<file path="src/rtl/ball_projectile.sv">
// Single ball slot: launches on fire, steps STEP px per frame tick, retires on wall, hit or timeout.
// Optional `BALL_LIFETIME_EN limits flight to LIFETIME frame ticks.
module ball_projectile #(
  parameter int X_MIN    = 0,
  parameter int X_MAX    = 639,
  parameter int Y_MIN    = 0,
  parameter int Y_MAX    = 479,
  parameter int STEP     = 4,
  parameter int LIFETIME = 90
) (
  input  logic       Clk,
  input  logic       Reset,
  input  logic       frame_clk,
  input  logic       fire,
  input  logic [3:0] direction,
  input  logic [9:0] spawn_x,
  input  logic [9:0] spawn_y,
  input  logic       hit,
  output logic       done,
  output logic       active,
  output logic [9:0] ball_x,
  output logic [9:0] ball_y
);
  typedef enum logic [1:0] {S_IDLE, S_FLY, S_RETIRE} state_t;
  typedef enum logic [2:0] {DIR_NONE, DIR_UP, DIR_DOWN, DIR_RIGHT, DIR_LEFT} dir_t;

  localparam logic [10:0] X_LO   = 11'(X_MIN + STEP);
  localparam logic [10:0] X_HI   = 11'(X_MAX);
  localparam logic [10:0] Y_LO   = 11'(Y_MIN + STEP);
  localparam logic [10:0] Y_HI   = 11'(Y_MAX);
  localparam logic [10:0] STEP_W = 11'(STEP);
  localparam logic [9:0]  STEP_P = 10'(STEP);

  if (STEP < 1 || STEP > 15) begin : g_bad_step
    $error("ball_projectile: STEP must be 1..15");
  end
  if (LIFETIME < 1 || LIFETIME > 255) begin : g_bad_lifetime
    $error("ball_projectile: LIFETIME must be 1..255");
  end

  state_t     state;
  dir_t       dir_q;
  dir_t       dir_in;
  logic       frame_meta, frame_sync, frame_prev, frame_armed;
  logic [1:0] sync_fill;
  logic       tick;
  logic       at_wall;
  logic       life_end;
  logic [9:0] next_x, next_y;

  // Edges are only honoured once a real low sample has passed the synchronizer,
  // so frame_clk already high when reset releases cannot produce a tick.
  // NOTE: clocked state uses non-blocking (<=) so every flop samples pre-edge values.
  always_ff @(posedge Clk or posedge Reset) begin
    if (Reset) begin
      frame_meta  <= 1'b0;
      frame_sync  <= 1'b0;
      frame_prev  <= 1'b0;
      frame_armed <= 1'b0;
      sync_fill   <= 2'b00;
    end else begin
      frame_meta <= frame_clk;
      frame_sync <= frame_meta;
      frame_prev <= frame_sync;
      sync_fill  <= {sync_fill[0], 1'b1};
      if (sync_fill[1] && !frame_sync) frame_armed <= 1'b1;
    end
  end

  assign tick = frame_armed && frame_sync && !frame_prev;

  // Multi-hot direction resolves right > left > down > up.
  always_comb begin
    if      (direction[2]) dir_in = DIR_RIGHT;
    else if (direction[3]) dir_in = DIR_LEFT;
    else if (direction[1]) dir_in = DIR_DOWN;
    else if (direction[0]) dir_in = DIR_UP;
    else                   dir_in = DIR_NONE;
  end

  // NOTE: defaults first so no path through the block leaves an output unassigned (no latch).
  always_comb begin
    next_x  = ball_x;
    next_y  = ball_y;
    at_wall = 1'b0;
    case (dir_q)
      DIR_UP:    if ({1'b0, ball_y} < Y_LO)          at_wall = 1'b1; else next_y = ball_y - STEP_P;
      DIR_DOWN:  if ({1'b0, ball_y} + STEP_W > Y_HI) at_wall = 1'b1; else next_y = ball_y + STEP_P;
      DIR_LEFT:  if ({1'b0, ball_x} < X_LO)          at_wall = 1'b1; else next_x = ball_x - STEP_P;
      DIR_RIGHT: if ({1'b0, ball_x} + STEP_W > X_HI) at_wall = 1'b1; else next_x = ball_x + STEP_P;
      default:   at_wall = 1'b0;
    endcase
  end

`ifdef BALL_LIFETIME_EN
  logic [7:0] life_cnt;

  always_ff @(posedge Clk or posedge Reset) begin
    if (Reset)                                life_cnt <= 8'd0;
    else if (state == S_IDLE)                 life_cnt <= 8'd0;
    else if (state == S_FLY && tick && !hit)  life_cnt <= life_cnt + 8'd1;
  end

  assign life_end = (life_cnt == 8'(LIFETIME - 1));
`else
  assign life_end = 1'b0;
`endif

  always_ff @(posedge Clk or posedge Reset) begin
    if (Reset) begin
      state  <= S_IDLE;
      done   <= 1'b1;
      active <= 1'b0;
      ball_x <= 10'd0;
      ball_y <= 10'd0;
      dir_q  <= DIR_NONE;
    end else begin
      case (state)
        S_IDLE: begin
          if (fire && dir_in != DIR_NONE) begin
            ball_x <= spawn_x;
            ball_y <= spawn_y;
            dir_q  <= dir_in;
            state  <= S_FLY;
            done   <= 1'b0;
            active <= 1'b1;
          end
        end
        S_FLY: begin
          // A hit wins over a same-cycle tick: the ball stops where it was struck.
          if (hit || (tick && at_wall)) begin
            state  <= S_RETIRE;
            active <= 1'b0;
          end else if (tick) begin
            ball_x <= next_x;
            ball_y <= next_y;
            if (life_end) begin
              state  <= S_RETIRE;
              active <= 1'b0;
            end
          end
        end
        S_RETIRE: begin
          state <= S_IDLE;
          done  <= 1'b1;
        end
        default: begin
          state  <= S_IDLE;
          done   <= 1'b1;
          active <= 1'b0;
        end
      endcase
    end
  end

endmodule

</file>
<file path="config.mk">
export PLATFORM = sky130hd
export DESIGN_NAME = ball_projectile
export DESIGN_NICKNAME = d
export VERILOG_FILES = /design/src/rtl/ball_projectile.sv
export SDC_FILE = /design/constraint.sdc
export NUM_CORES = 1
export LEC_CHECK = 0
export CAP_MARGIN = 15
export CORE_MARGIN = 1.5
export CORE_UTILIZATION = 40
export CTS_CLUSTER_DIAMETER = 200
export CTS_CLUSTER_SIZE = 24
export DETAILED_ROUTE_END_ITERATION = 12
export PLACE_DENSITY_LB_ADDON = 0.2
export SLEW_MARGIN = 20
export SYNTH_ARGS = -nofsm -noshare
export SYNTH_HDL_FRONTEND = slang
export SYNTH_SLANG_ARGS = --single-unit
</file>
<file path="constraint.sdc">
create_clock -name Clk -period 3.95 [get_ports Clk]
set_input_delay 1.185 -clock Clk [delete_from_list [all_inputs] [get_ports Clk]]
set_output_delay 1.185 -clock Clk [all_outputs]
set_load 0.02 [all_outputs]
</file>
* Yosys cells after proc, flatten, opt, wreduce, memory -nomap -nowiden
Cells that the tools add are included.
** Storage, ports and cells
- Output and inout bits :: 22
- Bits of input ports :: 29
- Register bits :: 33
- Word-level logic and storage cells :: 87
** Operators by class
- Muxes and demuxes :: 31
- Bitwise gates (word level) :: 2
- Add/subtract/negate cells :: 6
- Order comparisons :: 4
- Reduce and logical (&&, ||, !) cells :: 17
- Equality and inequality tests :: 16
** Operators by type and width (number)
- two-way mux 10 bit :: 10
- one-hot mux 10 bit (2 select lines) :: 4
- adder 10 x 3 -> 11 bit (second input constant) :: 2
- adder 10 x 3 -> 10 bit (second input constant) :: 2
- < comparator 10 x 3 -> 1 bit (second input constant) :: 2
- subtractor 10 x 3 -> 10 bit (second input constant) :: 2
- AND reduction 7 bit :: 2
- inequality test 3 bit (second input constant) :: 4
- > comparator 11 x 10 -> 1 bit (second input constant) :: 1
- > comparator 11 x 9 -> 1 bit (second input constant) :: 1
- two-way mux 1 bit :: 8
- inequality test 2 bit (second input constant) :: 4
- equality test 3 x 2 -> 1 bit (second input constant) :: 2
- two-way mux 2 bit :: 3
- two-way mux 3 bit :: 2
- inequality test 3 x 1 -> 1 bit (second input constant) :: 2
- AND reduction 2 bit :: 3
- logical AND 1 bit :: 5
- one-hot mux 1 bit (4 select lines) :: 1
- one-hot mux 2 bit (2 select lines) :: 1
- equality test 3 x 1 -> 1 bit (second input constant) :: 1
- equality test 3 bit (second input constant) :: 1
- one-hot mux 1 bit (3 select lines) :: 1
- AND reduction 3 bit :: 1
- 9 further kinds :: 11

* Depth between registers and ports, before layout
Gate-level depths: netlist (run 1).
- Depth in word-level cells :: 8
- Gate-level depth with buffers :: 10
- Depth with buffers taken out :: 9

* Worst setup path before layout (run 1)
No wires, ideal clock.
- Path kind :: input-to-reg
- Start point :: input port hit
- End point :: register ball_x[9]
- Stages on the path :: 6
- Path buffers :: 1
- Slack :: 1.166 ns
- Arrival :: 2.659 ns
- Required time :: 3.825 ns
- Setup time :: 0.125 ns
- Path through :: a311oi_4 o211ai_2 o41ai_4 and2_1 buf_6 mux2_4
** Between the ends
- Cells in the longest elaborated chain, start to end :: 3
** Ends and longest elaborated chain
- start: declaration :: line 18 : input logic hit,
- logical OR 1 bit :: line 131 : if (hit || (tick && at_wall)) begin
- inequality test 2 bit (no source line)
- AND reduction 7 bit (no source line)
- end signal: assignment :: line 121 : ball_x <= spawn_x;
- end signal: assignment :: line 135 : ball_x <= next_x;
- end: declaration :: line 21 : output logic [9:0] ball_x,
No other way between the ends.
A chain may end at the register's enable or synchronous reset.

* Final worst setup path (run 1)
- Start point :: input port hit
- End point :: register ball_y[7]
** Between the ends
- Cells in the longest elaborated chain, start to end :: 3
** Ends and longest elaborated chain
- logical OR 1 bit :: line 131
- inequality test 2 bit (no source line)
- AND reduction 7 bit (no source line)
- end signal: assignment :: line 122 : ball_y <= spawn_y;
- end signal: assignment :: line 136 : ball_y <= next_y;
- end: declaration :: line 22 : output logic [9:0] ball_y
No other way between the ends.

==> summary.md, run 1 <==
| Metric | Value |
|---|---|
| Top metal layer carrying routed signals | met4 |
| Pin count of the biggest net entering global routing | 34 |
| Synthesized area | ~2300 um^2 |
| Portion of total power attributed to combinational logic | between 50% and 60% |
| Leakage power total | approximately 1.2 nW |
| Count of flip-flops with a built-in enable after synthesis | 0 |
| Vias post-DR | roughly 2.2k |
| Metal2 WL | 2880 um |
| Commonest cells after routing, fill and taps aside | 51 x sky130_fd_sc_hd__nand2_1, 50 x sky130_fd_sc_hd__clkdlybuf4s50_1, 32 x sky130_fd_sc_hd__dfrtp_1 |
| PwrDens | a little over 800 nW/um^2 |
| Highest clock frequency the design can meet | 0.343 GHz |
| Fraction of synthesized cell area in xor and xnor cells | 3.42% |
| Number of nets at the end of the flow | around 360 |
| Ranking of synthesized cells by area | sky130_fd_sc_hd__dfrtp_1 35%, sky130_fd_sc_hd__nand2_1 8.3%, sky130_fd_sc_hd__nor2_1 4.4%, sky130_fd_sc_hd__a21oi_1 3.5%, sky130_fd_sc_hd__ha_1 3.3% |
| Total clock sinks | 33 |
| TritonCTS clock tree | yes |
| ANT cells | 0 |
| Combinational family with the most area after synthesis | simple AND/OR/NAND/NOR gates |
| Clk network pwr share | between 10% and 20% |
| Overall die width | between 70 and 80 um |
| Area of the die | 6230 um^2 |
| Number of I/O pins | between 50 and 60 |
| Routability Congestion | around 0.84 |
| Number of flip-flops and latches in the synthesized netlist | 33 |
| Cell variety after synth | 66 |
| Syn_nets | a little over 300 |
| Sequential area share after synthesis | 35.9% |
| Final Hold Vio Count | 0 |
| Final WL | about 6000 um |
| Detailed-router iteration count before antenna repair | 4 |
| Root Driver | sky130_fd_sc_hd__clkbuf_8 |
| Slew at the pin with the worst max-slew slack | between 0.6 and 0.7 ns |
| Path type of the worst setup path | input pin to flip-flop |
| Net switching component of the power | 1.12 mW |
| Instance area at placement | about 2900 um^2 |
| Tot GR Track Use | around 21% |
| Adder and majority cell fraction of the synthesized area | under 10% |
| Count of buffers added by post-CTS timing repair for setup | 0 |
| Complex-gate fraction of the synthesized area | between 20% and 30% |
| Async S/R FF share, synth | 100% |
| Maximum ir drop on the vdd rail | 0.392 mV |
| Gate Count Post-Synth | approximately 280 |
| Part of the power in registers | around 30% |
| Minimum clock period after layout | between 2 and 3 ns |
| Internal power | roughly 1.3 mW |
| Post-route fraction of the period consumed by the critical path | between 70% and 80% |
| Detailed-route DRC error count | 0 |
| Total power | 2.44 mW |
| Worst-case clock skew | about 0.009 ns |
| Mean Syn Cell Area | ~8.4 um^2 |
| Clk pin slew, worst setup/hold paths | approximately 0.07 ns |
| Outcome | complete, no violations |
| Number of global-route vias before repair | roughly 2.0k |
| Number of slew-limit violations in the final report | 0 |
| Top cell type's share of synthesized area | 34.7% |
| Cell type with the highest aggregate area in the netlist | sky130_fd_sc_hd__dfrtp_1 |
| Vias per cell | 5.66 |
| Iter 0 DRT Violations | 164 |
| Initial core utilization | 41.6% |
| Fill count | about 540 |
| Amount of wire on met3 after detailed routing | between 200 and 300 um |
| Worst Setup End Kind | flip-flop |
| Hold buffer count at cts | 0 |
| Number of buffers inserted during clock tree synthesis | 5 |
| Accumulated negative setup slack | 0 ns |
| Most common cell after layout, fill and taps aside | sky130_fd_sc_hd__nand2_1 |
| Commonest register cell after synthesis | sky130_fd_sc_hd__dfrtp_1 |
| Switching share of total power | around 46% |
| Type of the worst min-delay path | flip-flop to flip-flop |
| Data required time at the worst endpoint | between 4 and 5 ns |
| Number of standard-cell rows in the floorplan | 27 |
| Final design utilization | between 50 and 60% |
| Wire length of the first global-routing pass | between 10000 and 15000 um |
| Buffers from clock root to sink, at most | 2 |
| Post-detailed-route wirelength per cell | 15.2 um |
| Number of H-tree levels | 2 |
| Multiplexer share of the synthesized area | under 10% |
| Area delta synth->final | 30.0% |
| Fin area | roughly 3000 um^2 |
| Final setup vio count | 0 |
| Sequential cell area in the final layout | 827 um^2 |
| HPWL after detailed placement | 4290 um |
| GRT overflow | 0 |
| Metal1 wirelength | around 2800 um |
| Count of instances resized after the clock tree is built | 0 |
| Number of warning messages in the yosys log | 0 |
| Area share of and/or/nand/nor cells after synthesis | 27.3% |
| Area of the core | roughly 5500 um^2 |
| Startpoint kind of the worst setup timing path | input pin |
| Final hold slack | ~0.35 ns |
| Number of routed nets with antenna violations | 0 |
| Combined area of the multi-input logic cells | 1370 um^2 |
| Maximum capacitance violations | 0 |
| Number of input and output port buffers inserted | 50 |
| Fraction of final layout cells sized beyond drive strength 1 | approximately a tenth |
| Tightest slew margin relative to the limit | a little over half |
| Antenna violations before repair | 0 |
| Clock latency of the later-clocked register in the worst-skew pair | between 0.2 and 0.3 ns |
| Maximum fanout along the worst path | 7 |
| RSZ-0062 raised after global routing | false |
| Data arrival time at the worst-slack endpoint | a little over 3 ns |
| Height of the die | between 70 and 80 um |
Yosys cell counts (3+ instances only):
master and instances:
sky130_fd_sc_hd__a21oi_1 16, sky130_fd_sc_hd__nand2b_1 6, sky130_fd_sc_hd__a31oi_1 9, sky130_fd_sc_hd__nor2_1 27, sky130_fd_sc_hd__o311ai_0 3, sky130_fd_sc_hd__o22ai_1 6, sky130_fd_sc_hd__inv_1 9, sky130_fd_sc_hd__ha_1 6
sky130_fd_sc_hd__nand4b_1 3, sky130_fd_sc_hd__o21ai_0 7, sky130_fd_sc_hd__clkbuf_1 10, sky130_fd_sc_hd__xnor2_1 7, sky130_fd_sc_hd__nor4_1 7, sky130_fd_sc_hd__nand2_1 51, sky130_fd_sc_hd__dfrtp_1 32, sky130_fd_sc_hd__nor3_1 10
sky130_fd_sc_hd__nand3_1 4
logic make-up (layout without fill, tap and decap cells):
family / after synthesis / count (layout)
XOR/XNOR: 9 / 9
AO/OA/AOI/OAI: 71 / 71
AND/OR/NAND/NOR: 128 / 128
multiplexers: 2 / 2
adder cells (fa/ha/maj): 6 / 6
buffers and inverters: 25 / 73
other: 1 / 1
flip-flops: 33 / 33
per-stage QoR:
stage / setup slack (ns) / instances
after global placement: 0.793 / 387
after CTS: 1.04 / 395
after global routing: 0.934 / 395
after floorplan: 1.17 / 275
after detailed placement: 0.756 / 387
final: 1.03 / 395
registers in the layout (all words and copies together), names as in the netlist:
| signal | cells |
|---|---|
| ball_x | 10 |
| ball_y | 10 |
| dir_q | 3 |
| state | 2 |
| sync_fill | 2 |
| active | 1 |
| done | 1 |
| frame_armed | 1 |
| frame_meta | 1 |
| frame_prev | 1 |
| frame_sync | 1 |
critical path: stages:
cell and delay, ns:
sky130_fd_sc_hd__clkdlybuf4s50_1 0.49, sky130_fd_sc_hd__a311oi_4 0.27, sky130_fd_sc_hd__o2111ai_1 0.29, sky130_fd_sc_hd__nor2_1 0.44
sky130_fd_sc_hd__a21oi_1 0.13, sky130_fd_sc_hd__a211o_1 0.27
power groups by stage:
stage,registers [mW],logic (mW),clock network (mW)
2_1_floorplan,0.739,0.876,0
3_3_place_gp,0.730,1.31,0
3_5_place_dp,0.732,1.33,0
4_1_cts,0.726,1.34,0.388
5_1_grt,0.766,1.47,0.405
6_report,0.730,1.33,0.385
routing by layer:
layer / GRT usage, % / up-vias
met5: 0 / -
met2: 32.4 / 50
met3: 4.60 / 11
li1: - / 1093
met4: 6.32 / 0
met1: 28.3 / 1081
layout make-up:
class                      instances  share of cell area [%]
tap                               72                    3.01
clock buffer                       5                    2.30
sequential                        33                    27.6
inverter                           9                    1.13
clock inverter                     3                    2.17
multi-input combinational        217                    45.6
timing repair buffer              56                    18.2
path summary, 6_finish.rpt:
kind | cells after the start | from | slack [ns] | endpoint
hold / removal | 0 | frame_meta$_DFF_PP0_ | 0.35 | frame_sync$_DFF_PP0_
min in group asynchronous | 3 | Reset | 1.28 | ball_x[6]$_DFFE_PP0P_
setup reg to reg | 9 | ball_x[2]$_DFFE_PP0P_ | 1.10 | ball_x[2]$_DFFE_PP0P_
hold reg to reg | 0 | frame_meta$_DFF_PP0_ | 0.35 | frame_sync$_DFF_PP0_
max in group asynchronous | 3 | Reset | 2.33 | done$_DFFE_PP1P_
setup / recovery | 6 | hit | 1.03 | ball_y[7]$_DFFE_PP0P_
Power figures use the tool's default switching activity.
==> inputs of run 2 (changes only) <==
==> constraint.sdc (replaced) <==
create_clock -name Clk -period 2.9 [get_ports Clk]
set_input_delay 0.87 -clock Clk [delete_from_list [all_inputs] [get_ports Clk]]
set_output_delay 0.87 -clock Clk [all_outputs]
set_load 0.02 [all_outputs]
==> summary.md, run 2 (same netlist as run 1, synthesis figures left out) <==
| Metric | Value |
|---|---|
| Outcome | complete, no violations (unchanged) |
| Setup slack of the most critical reg-to-reg path | 0.21 ns (was 1.10 ns) |
| Maximum ir drop on the vdd rail | 0.538 mV (was 0.392 mV) |
| Startpoint kind of the worst setup timing path | flip-flop (was input pin) |
| PwrDens | 1090 nW/um^2 (was 816 nW/um^2) |
| Leakage power total | 1.21 nW (was 1.20 nW) |
| Most common cell after layout, fill and taps aside | sky130_fd_sc_hd__nand2_1 (unchanged) |
| TritonCTS clock tree | yes (unchanged) |
| Final hold slack | 0.354 ns (about the same) |
| Pin count of the biggest net entering global routing | 34 (unchanged) |
| Root Driver | sky130_fd_sc_hd__clkbuf_8 (unchanged) |
| Number of routed nets with antenna violations | 0 (unchanged) |
| Number of global-route vias before repair | 2050 (was 2034) |
| HPWL after detailed placement | 4380 um (was 4290 um) |
| Worst Setup End Kind | flip-flop (unchanged) |
| Final setup vio count | 0 (unchanged) |
| Height of the die | 78.9 um (unchanged) |
| ANT cells | 0 (unchanged) |
| Post-detailed-route wirelength per cell | 15.0 um (was 15.2 um) |
| Highest clock frequency the design can meet | approximately 0.37 GHz |
| Total power | 3.30 mW (was 2.44 mW) |
| Clock latency of the later-clocked register in the worst-skew pair | 0.29 ns (about the same) |
| Hold buffer count at cts | 0 (unchanged) |
| RSZ-0062 raised after global routing | false (unchanged) |
| Fill count | 530 (was 539) |
| Routability Congestion | 0.895 (was 0.843) |
| Area delta synth->final | 30.8% (was 30.0%) |
| Wire length of the first global-routing pass | 10300 um (was 10000 um) |
| Tightest slew margin relative to the limit | 53.3% (was 54.4%) |
| Type of the worst min-delay path | flip-flop to flip-flop (unchanged) |
| Iter 0 DRT Violations | 115 (was 164) |
| Clk pin slew, worst setup/hold paths | 0.08 ns (was 0.07 ns) |
| Worst-case clock skew | 0.00977 ns (was 0.00898 ns) |
| Total clock sinks | 33 (unchanged) |
| Number of input and output port buffers inserted | 50 (unchanged) |
| Vias post-DR | 2236 (was 2235) |
| Accumulated negative setup slack | 0 ns (unchanged) |
| Path type of the worst setup path | flip-flop to flip-flop (was input pin to flip-flop) |
| Maximum fanout along the worst path | 10 (was 7) |
| Amount of wire on met3 after detailed routing | 337 um (was 273 um) |
| Final Hold Vio Count | 0 (unchanged) |
| GRT overflow | 0 (unchanged) |
| Count of buffers added by post-CTS timing repair for setup | 0 (unchanged) |
| Count of cells along the worst hold path | 0 (unchanged) |
| Number of standard-cell rows in the floorplan | 27 (unchanged) |
| Vias per cell | 5.59 (was 5.66) |
| Number of H-tree levels | 2 (unchanged) |
| Number of buffers inserted during clock tree synthesis | 5 (unchanged) |
| Count of instances resized after the clock tree is built | 0 (unchanged) |
| Area of the core | 5540 um^2 (unchanged) |
| Minimum clock period after layout | approximately 2.7 ns |
| Detailed-router iteration count before antenna repair | 4 (unchanged) |
| Slew at the pin with the worst max-slew slack | 0.693 ns (was 0.681 ns) |
| Initial core utilization | 41.6% (unchanged) |
| Number of slew-limit violations in the final report | 0 (unchanged) |
| Fraction of final layout cells sized beyond drive strength 1 | 11.0% (was 9.60%) |
| Overall die width | 78.9 um (unchanged) |
| Final WL | 6010 um (was 6000 um) |
| Commonest cells after routing, fill and taps aside | 51 x sky130_fd_sc_hd__nand2_1, 50 x sky130_fd_sc_hd__clkdlybuf4s50_1, 32 x sky130_fd_sc_hd__dfrtp_1 (unchanged) |
| Antenna violations before repair | 0 (unchanged) |
| Number of nets at the end of the flow | 362 (was 357) |
| Metal1 wirelength | 2800 um (was 2760 um) |
| Data required time at the worst endpoint | 3.07 ns (was 4.12 ns) |
| Number of I/O pins | 51 (unchanged) |
| Top metal layer carrying routed signals | met4 (unchanged) |
| Maximum capacitance violations | 0 (unchanged) |
| Data arrival time at the worst-slack endpoint | 2.87 ns (was 3.09 ns) |
| Tot GR Track Use | 21.0% (was 20.6%) |
| R2R cell count | 8 (was 9) |
| Metal2 WL | 2820 um (was 2880 um) |
| Registers with the highest flip-flop counts | ball_x (10), ball_y (10), dir_q (3) (unchanged) |
| Buffers from clock root to sink, at most | 2 (unchanged) |
| Post-route fraction of the period consumed by the critical path | a little over 90% |
| Detailed-route DRC error count | 0 (unchanged) |
| Area of the die | 6230 um^2 (unchanged) |
## run 2: worst max-delay path, stage by stage (launching register included)
cell and delay [ns]:
sky130_fd_sc_hd__dfrtp_1 0.53, sky130_fd_sc_hd__ha_1 0.31, sky130_fd_sc_hd__a21oi_1 0.07, sky130_fd_sc_hd__o211a_1 0.22, sky130_fd_sc_hd__o32ai_2 0.37, sky130_fd_sc_hd__o211ai_2 0.18
sky130_fd_sc_hd__o41ai_4 0.38, sky130_fd_sc_hd__and2_1 0.21, sky130_fd_sc_hd__mux2_4 0.30
## run 2: metal layers
metal / GRT usage [%] / vias to the layer above
li1: - / 1107
met1: 29.9 / 1051
met2: 32.3 / 72
met3: 4.02 / 6
met4: 5.96 / 0
met5: 0 / -
## run 2: cell type report
| cell class | instances | area (um^2) | share of cell area (%) |
|---|---|---|---|
| Clock buffer | 5 | 68.8 | 2.28 |
| Clock inverter | 3 | 46.3 | 1.54 |
| Inverter | 9 | 33.8 | 1.12 |
| Multi-Input combinational cell | 217 | 1370 | 45.3 |
| Sequential cell | 33 | 827 | 27.4 |
| Tap cell | 72 | 90.1 | 2.99 |
| Timing Repair Buffer | 61 | 583 | 19.3 |
## run 2: power breakdown
part / internal (mW) / total, mW / switching, mW
sequential: 0.646 / 0.982 / 0.336
clock: 0.257 / 0.446 / 0.189
combinational: 0.855 / 1.87 / 1.02
## run 2: through the flow
step	utilization [%]	setup slack [ns]	instances	area [um^2]
2_1_floorplan	-	0.136	275	2310
3_3_place_gp	52.3	0.106	392	2900
3_5_place_dp	52.3	0.0778	392	2900
4_1_cts	54.4	0.218	400	3020
5_1_grt	54.4	0.0363	400	3020
6_report	54.4	0.206	400	3020
## run 2: worst paths after layout
path | to | from
setup / recovery | ball_x[9]$_DFFE_PP0P_ | ball_y[2]$_DFFE_PP0P_
hold / removal | frame_sync$_DFF_PP0_ | frame_meta$_DFF_PP0_
setup reg to reg | ball_x[9]$_DFFE_PP0P_ | ball_y[2]$_DFFE_PP0P_
hold reg to reg | frame_sync$_DFF_PP0_ | frame_meta$_DFF_PP0_
max in group asynchronous | done$_DFFE_PP1P_ | Reset
min in group asynchronous | ball_y[9]$_DFFE_PP0P_ | Reset
